<file path="src/rtl/dmux_pkg.sv">
// Shared definitions for the 4-way word stream demultiplexer.
// Channel indices, the select type and the select-to-one-hot decode.
package dmux_pkg;

  localparam int DMUX_WAYS = 4;
  localparam int CH_A      = 0;
  localparam int CH_B      = 1;
  localparam int CH_C      = 2;
  localparam int CH_D      = 3;

  typedef logic [1:0] chan_sel_t;

  function automatic logic [DMUX_WAYS-1:0] sel_decode(input chan_sel_t sel);
    return DMUX_WAYS'(1) << sel;
  endfunction

endpackage

</file>
<file path="src/rtl/dmux_chan_buf.sv">
// One-entry registered channel buffer: a load fills it (replacing any drained word),
// a drain without load empties it. Data holds its last value while empty.
module dmux_chan_buf #(
  parameter int WIDTH = 16
) (
  input  logic             clk,
  input  logic             rst_n,
  input  logic             load,
  input  logic [WIDTH-1:0] load_data,
  input  logic             drain_ready,
  output logic [WIDTH-1:0] data,
  output logic             valid
);

  logic [WIDTH-1:0] data_p1;
  logic             vld_p1;

  // Stage p1: buffer register
  always_ff @(posedge clk or negedge rst_n) begin
    if (!rst_n) begin
      data_p1 <= '0;
      vld_p1  <= 1'b0;
    end else if (load) begin
      data_p1 <= load_data;
      vld_p1  <= 1'b1;
    end else if (vld_p1 && drain_ready) begin
      vld_p1  <= 1'b0;
    end
  end

  assign data  = data_p1;
  assign valid = vld_p1;

endmodule

</file>
<file path="src/rtl/dmux4way16_stream.sv">
// Routes one valid/ready word stream to one of four buffered output channels.
// Optional per-channel saturating transfer counters when DMUX_STATS_EN is defined.
module dmux4way16_stream
  import dmux_pkg::*;
#(
  parameter int WIDTH     = 16,
  parameter int CNT_WIDTH = 8
) (
  input  logic                   clk,
  input  logic                   rst_n,
  input  logic [WIDTH-1:0]       in_data,
  input  chan_sel_t              in_sel,
  input  logic                   in_valid,
  output logic                   in_ready,
  output logic [WIDTH-1:0]       out_A,
  output logic [WIDTH-1:0]       out_B,
  output logic [WIDTH-1:0]       out_C,
  output logic [WIDTH-1:0]       out_D,
  output logic [DMUX_WAYS-1:0]   out_valid,
  input  logic [DMUX_WAYS-1:0]   out_ready
`ifdef DMUX_STATS_EN
  ,
  output logic [DMUX_WAYS*CNT_WIDTH-1:0] cnt_flat
`endif
);

  logic [WIDTH-1:0]     buf_data [DMUX_WAYS];
  logic [DMUX_WAYS-1:0] buf_vld;
  logic                 accept_p0;
  logic [DMUX_WAYS-1:0] load_p0;

  // Stage p0: handshake and select decode; in_ready never depends on in_valid or in_data
  assign in_ready  = ~buf_vld[in_sel] | out_ready[in_sel];
  assign accept_p0 = in_valid & in_ready;
  assign load_p0   = accept_p0 ? sel_decode(in_sel) : '0;

  for (genvar k = 0; k < DMUX_WAYS; k++) begin : g_chan
    dmux_chan_buf #(.WIDTH(WIDTH)) u_buf (
      .clk         (clk),
      .rst_n       (rst_n),
      .load        (load_p0[k]),
      .load_data   (in_data),
      .drain_ready (out_ready[k]),
      .data        (buf_data[k]),
      .valid       (buf_vld[k])
    );
  end

  assign out_A     = buf_data[CH_A];
  assign out_B     = buf_data[CH_B];
  assign out_C     = buf_data[CH_C];
  assign out_D     = buf_data[CH_D];
  assign out_valid = buf_vld;

`ifdef DMUX_STATS_EN
  function automatic logic [CNT_WIDTH-1:0] sat_inc(input logic [CNT_WIDTH-1:0] v);
    return (&v) ? v : v + 1'b1;
  endfunction

  for (genvar k = 0; k < DMUX_WAYS; k++) begin : g_cnt
    logic [CNT_WIDTH-1:0] cnt_p1;

    // Stage p1: per-channel accepted-word counter
    always_ff @(posedge clk or negedge rst_n) begin
      if (!rst_n) begin
        cnt_p1 <= '0;
      end else if (load_p0[k]) begin
        cnt_p1 <= sat_inc(cnt_p1);
      end
    end

    assign cnt_flat[k*CNT_WIDTH +: CNT_WIDTH] = cnt_p1;
  end
`endif

endmodule

</file>
<file path="config.mk">
export PLATFORM = sky130hd
export DESIGN_NAME = dmux4way16_stream
export DESIGN_NICKNAME = d
export VERILOG_FILES = /design/src/rtl/dmux_pkg.sv /design/src/rtl/dmux_chan_buf.sv /design/src/rtl/dmux4way16_stream.sv
export SDC_FILE = /design/constraint.sdc
export NUM_CORES = 1
export LEC_CHECK = 0
export CAP_MARGIN = 0
export CORE_AREA = 3 3 80 82
export CTS_CLUSTER_SIZE = 12
export DETAILED_ROUTE_END_ITERATION = 8
export DIE_AREA = 0 0 83 85
export GPL_TIMING_DRIVEN = 0
export PLACE_DENSITY = 0.82
export SYNTH_ARGS = -nofsm -noshare
export SYNTH_HDL_FRONTEND = slang
export SYNTH_SLANG_ARGS = --single-unit
</file>
<file path="constraint.sdc">
create_clock -name clk -period 2.4 [get_ports clk]
set_clock_uncertainty 0.05 [all_clocks]
set_input_delay 0.36 -clock clk [delete_from_list [all_inputs] [get_ports clk]]
set_output_delay 0.36 -clock clk [all_outputs]
set_load 0.005 [all_outputs]
</file>
==> reports/results.env <==
VIA_COUNT=1638
CORE.ROWCOUNT=28
CTS_ROOT_BUF='clkbuf_8'
START_UTIL=0.4716
DR.FIRST_ITER.DRC_COUNT=58
POWER_W=0.003215
SYNTHESIS.AREA_PER_INSTANCE_UM2=17.14
DIE_HEIGHT_UM=85
DIEAREA_UM2=7055
CTS-HTREE-LEVELS=3
CRIT_END_CATEGORY='output port'
STATIC-LEAKAGE-POWER_nW=1.696
VDD_DROP_MAX_V=0.0004431
WORST_EP_ARRIVAL_TIME_NS=1.93
TIGHTEST_SLEW_NS=0.8253
DP_HPWL_UM=4139
RATIO_OF_CELLS_WITH_DRIVE_ABOVE_1_IN_THE_FINAL_LAYOUT=0.3408
CORE_UM2=5816
WORSTSETUPSTARTPOINTTYPE='input pin'
POST_SYNTH_INSTANCE_AREA_UM2=2743
YOSYSTOPAREACELLSHARE=0.6204
CTS_SINK_COUNT=68
FIN_CRIT_SH=0.9733
CRITICAL_PATH_REQUIRED_NS=1.99
SYNTHTOPCELLSBYAREA='dfrtp_1 62%, mux2_2 18%, mux2_4 11%'
YOSYS_WARNINGS=0
TIMING.FMAX_MHz=428.1
FINAL_NETS=288
CLKSLEWWORSTSETUPHOLDPATHS_NS=0.07
HP-CLASS='input pin to async pin'
POST_SYNTH_NUM_CELL_TYPES=19
NUM_ANTENNA_CELLS=0
POST-CTS-SETUP-BUFFERS=0
FINALSETUPTNS_NS=0
RUN_STATUS='finished clean'
SYN-NUM-NETS=185
ANTENNA_LEFT=0
LAYOUT_COMMON_CELLS='91 x clkdlybuf4s50_1, 68 x dfrtp_1, 43 x mux2_2, 20 x mux2_4, 11 x clkbuf_8'
FINALHOLDVIOLCOUNT=0
ROUTEDWLPERCELL_UM=16.72
POST_CTS_HOLD_BUFFER_COUNT=0
CLOCK_LATENCY_NS=0.33
FINAL-SETUP-VIOL-COUNT=0
RSZ0062_AT_GRT='false'
MAX_CAP_VIOL_COUNT=0
AREA_GROWTH_SYN_TO_LAYOUT_PCT=43.07
FINAL.MIN_CLOCK_PERIOD_NS=2.336
MOST_FREQUENT_STANDARD_CELL_IN_THE_LAYOUT_EXCLUDING_FILL_AND_TAP_CELLS='clkdlybuf4s50_1'
GRT_PASS1_VIAS=1783
TRITONCTS.NUM_BUFFERS=9
CTS_TREE='yes'
CLOCK_PATH_BUFFERS=2
CTS_RESIZED=0
SYNTH.YOSYS.SEQ_AREA_SHARE=0.6204
PORT_BUFFERS=92
GRT_START_MAX_NET_PINS=69
CRITPATHKIND='input pin to output port'
GRT_OVERFLOW_TOTAL=0
DIE_WIDTH_UM=83
MAX_SLEW_MARGIN=0.4498
TIMING.CRITICAL_PATH.FANOUT_MAX=3
VIASPERCELL=4.789
GRT_PASS1_WL_UM=9370
GROUTE.USAGE.OVERALL=0.1737
YS_FF_LATCH=68
GLOBALPLACE.CONGESTION=0.7361
DRCVIOLATIONCOUNT=0
FLOORPLAN.IO_PINS=94
SYN_INST=160
POWERDENSITY_nW_PER_UM2=819.4
DRT_WIRELENGTH_UM=5717
MAX_SLEW_VIOLATION_COUNT=0
DRT-PASS1-ITER-COUNT=3
NUMBER_OF_ANTENNA_VIOLATIONS_AT_THE_FIRST_CHECK_IN_GLOBAL_ROUTING=0
YOSYS.AREA.TOP_TYPE='dfrtp_1'
-- metrics by stage --
step / instance area, um2 / instances / setup slack, ns / hold WS (ns) / utilization
6_report: 3924 / 342 / 0.06413 / 0.05891 / 0.6747
3_3_place_gp: 3757 / 327 / -1.286 / 0.4380 / 0.6461
4_1_cts: 3924 / 342 / 0.05333 / 0.1117 / 0.6747
5_1_grt: 3924 / 342 / 0.01195 / 0.1251 / 0.6747
3_5_place_dp: 3755 / 327 / 0.05018 / 0.4387 / 0.6457
2_1_floorplan: 2743 / 160 / 0.8748 / 0.01441 / -
-- worst paths after layout --
kind,cells after the start,slack [ns],to,start
setup / recovery,4,0.06,in_ready,out_ready[0]
setup reg to reg,4,0.73,g_chan[1].u_buf.data[13]$_DFFE_PN0P_,g_chan[1].u_buf.valid$_DFFE_PN0P_
min in group clk,3,0.29,g_chan[2].u_buf.valid$_DFFE_PN0P_,in_sel[1]
hold / removal,1,0.06,g_chan[3].u_buf.data[3]$_DFFE_PN0P_,rst_n
hold reg to reg,1,0.45,g_chan[0].u_buf.data[15]$_DFFE_PN0P_,g_chan[0].u_buf.data[15]$_DFFE_PN0P_
max in group asynchronous,1,1.67,g_chan[2].u_buf.data[9]$_DFFE_PN0P_,rst_n
-- where the power goes --
group          internal [W]  switching [W]  total (W)
clock network      0.000423       0.000385   0.000808
logic              0.000654       0.000249   0.000902
registers           0.00138       0.000125    0.00150
-- cell families after synthesis --
logic type,after synthesis,share of synthesized area
AOI/OAI and AO/OA,1,0.001823
DFF,68,0.6204
buffers and inverters,11,0.03832
and+or+nand+nor,15,0.03969
muxes,65,0.2997
-- area by class of cell --
cell class                      instances  area [um2]
Clock inverter                          2       10.01
Multi-Input combinational cell         81       935.9
Fill cell                             438        1892
Clock buffer                           13       158.9
Buffer                                 11       105.1
Sequential cell                        68        1702
Timing Repair Buffer                   92       918.4
Tap cell                               75       93.84
-- worst max-delay path, stage by stage --
cell,delay (ns)
clkdlybuf4s50_1,0.40
nand2b_1,0.20
mux4_1,0.49
clkdlybuf4s50_1,0.46
-- state kept, by name, indices dropped and copies added, names as in the netlist --
signal and cells:
g_chan.u_buf.data 64, g_chan.u_buf.valid 4
-- per-layer routing --
| metal | wire length (um) | track usage |
|---|---|---|
| met5 | 0 | 0 |
| met4 | 74 | 0.06241 |
| met3 | 259 | 0.05728 |
| met2 | 2978 | 0.2923 |
| met1 | 2405 | 0.2103 |
-- synth_stat cells, drive strengths merged --
library cell / n
and3: 1
buf: 11
dfrtp: 68
mux2: 64
mux4: 1
nand2: 5
nand2b: 4
nand3: 1
nand3b: 1
nor2b: 2
nor3b: 1
o21ai: 1
Note: power is estimated with default switching activity, not from simulation.
==> patch, RTL diff (same flow settings) <==
Change the package constant `DMUX_WAYS` from 4 to 8.
--- a/src/rtl/dmux_pkg.sv
+++ b/src/rtl/dmux_pkg.sv
@@ -2,7 +2,7 @@
 // Channel indices, the select type and the select-to-one-hot decode.
 package dmux_pkg;
 
-  localparam int DMUX_WAYS = 4;
+  localparam int DMUX_WAYS = 8;
   localparam int CH_A      = 0;
   localparam int CH_B      = 1;
   localparam int CH_C      = 2;
Interface: changed (resized out_ready and out_valid); port bits go from 94 to 102. The function was not compared with the original's and may differ.
==> patch against the unedited design <==
Routed wire length grew 2.8%; power grew 2.5%; final cell count grew 2.3%; worst setup slack lost 0.017 ns; non-clock buffer count grew 4; synthesized cell count grew 3.1%; register-to-register slack is essentially flat; sequential share of layout area shrank 0.41 points; synthesized area is essentially flat; cell area grew 0.96%; sequential cell count is the same; largest power group unchanged.
==> patch: results (changes against the unedited design) <==
status: "completed"
place_area_mm2: 0.003769  # +0.37%
largest_reg_flops: 64  # unchanged
ir_drop_v: 0.0005481  # +24%
gp_congestion: 0.7782  # +5.7%
grt_usage: 0.1756  # +0.001858
final_nets: 300  # +4.2%
internal_power_w: 0.002514  # +2.3%
first_global_vias: 1777  # -0.34%
dp_hpwl_um: 4084  # -1.3%
synthTopCellsByCount: "dfrtp_1, mux2_2, mux2_4"
hold_slack_ns: 0.07568  # +0.01677 ns
multi_input_area_um2: 928.4  # -0.80%
firstDrtPassIters: 4  # +1
grt_pass1_wl_um: 9432  # +0.66%
ys_types: 20  # +1
finalWirelength_um: 5878  # +2.8%
nFillCells: 450  # +2.7%
vias: 1709  # +4.3%
drtIter0Drc: 63  # +8.6%
pg_comb_w: 0.000886  # -2%
seq_area_frac_synth: 0.6199  # about the same
r2r_end: "g_chan[1].u_buf.data[14]$_DFFE_PN0P_"
max_slew_margin: 0.4451  # -0.004751
power_leakage_nw: 1.709  # +0.79%
ys_top_cells_by_area: "dfrtp_1, mux2_2, mux2_4, buf_4, buf_6"
drive_gt1_frac: 0.3600  # +0.01918
==> patch: cell types whose count changed after synthesis, sizes merged <==
cell	delta
buf	+4
conb	+1
==> patch: stage by stage <==
| stage | worst slack, ns | cells | setup TNS (ns) |
|---|---|---|---|
| after floorplan | 0.8604 | 168 | 0 |
| after global placement | -1.267 | 335 | -85.94 |
| after detailed placement | 0.05400 | 335 | 0 |
| after CTS | 0.05352 | 350 | 0 |
| after global routing | -0.01218 | 350 | -0.01218 |
| final | 0.04751 | 350 | 0 |
==> patch: how the worst max path moves through the flow <==
stage / start / end / slack [ns] / depth (start not counted)
after floorplan: in_sel[1] / g_chan[3].u_buf.data[10]$_DFFE_PN0P_ / 0.86 / 6
after global placement: rst_n / g_chan[1].u_buf.data[10]$_DFFE_PN0P_ / -1.27 / 1
after detailed placement: out_ready[0] / in_ready / 0.05 / 4
after CTS: out_ready[0] / in_ready / 0.05 / 4
after global routing: out_ready[0] / in_ready / -0.01 / 4
final: out_ready[0] / in_ready / 0.05 / 4
==> patch: area by class of cell <==
type / count / share of cell area
Sequential cell: 68 / 0.4296
Multi-Input combinational cell: 85 / 0.2344
Timing Repair Buffer: 92 / 0.2318
Clock buffer: 10 / 0.03474
Buffer: 15 / 0.03253
Tap cell: 75 / 0.02369
Clock inverter: 5 / 0.01327
==> patch: logic make-up after synthesis <==
group / after synthesis / share of synthesized area
mux: 65 / 0.2858
other cells: 1 / 0.001366
simple gates: 15 / 0.04421
compound gates: 1 / 0.001821
flops: 68 / 0.6199
buf+inv: 15 / 0.04694
==> patch: metal layers <==
layer	routed length [µm]	global-route usage	share of wire	vias to the layer above
li1	-	-	-	780
met1	2567	0.2225	0.44	860
met2	2983	0.2843	0.51	59
met3	218	0.04078	0.037	10
met4	109	0.08915	0.019	0
met5	0	0	0	-
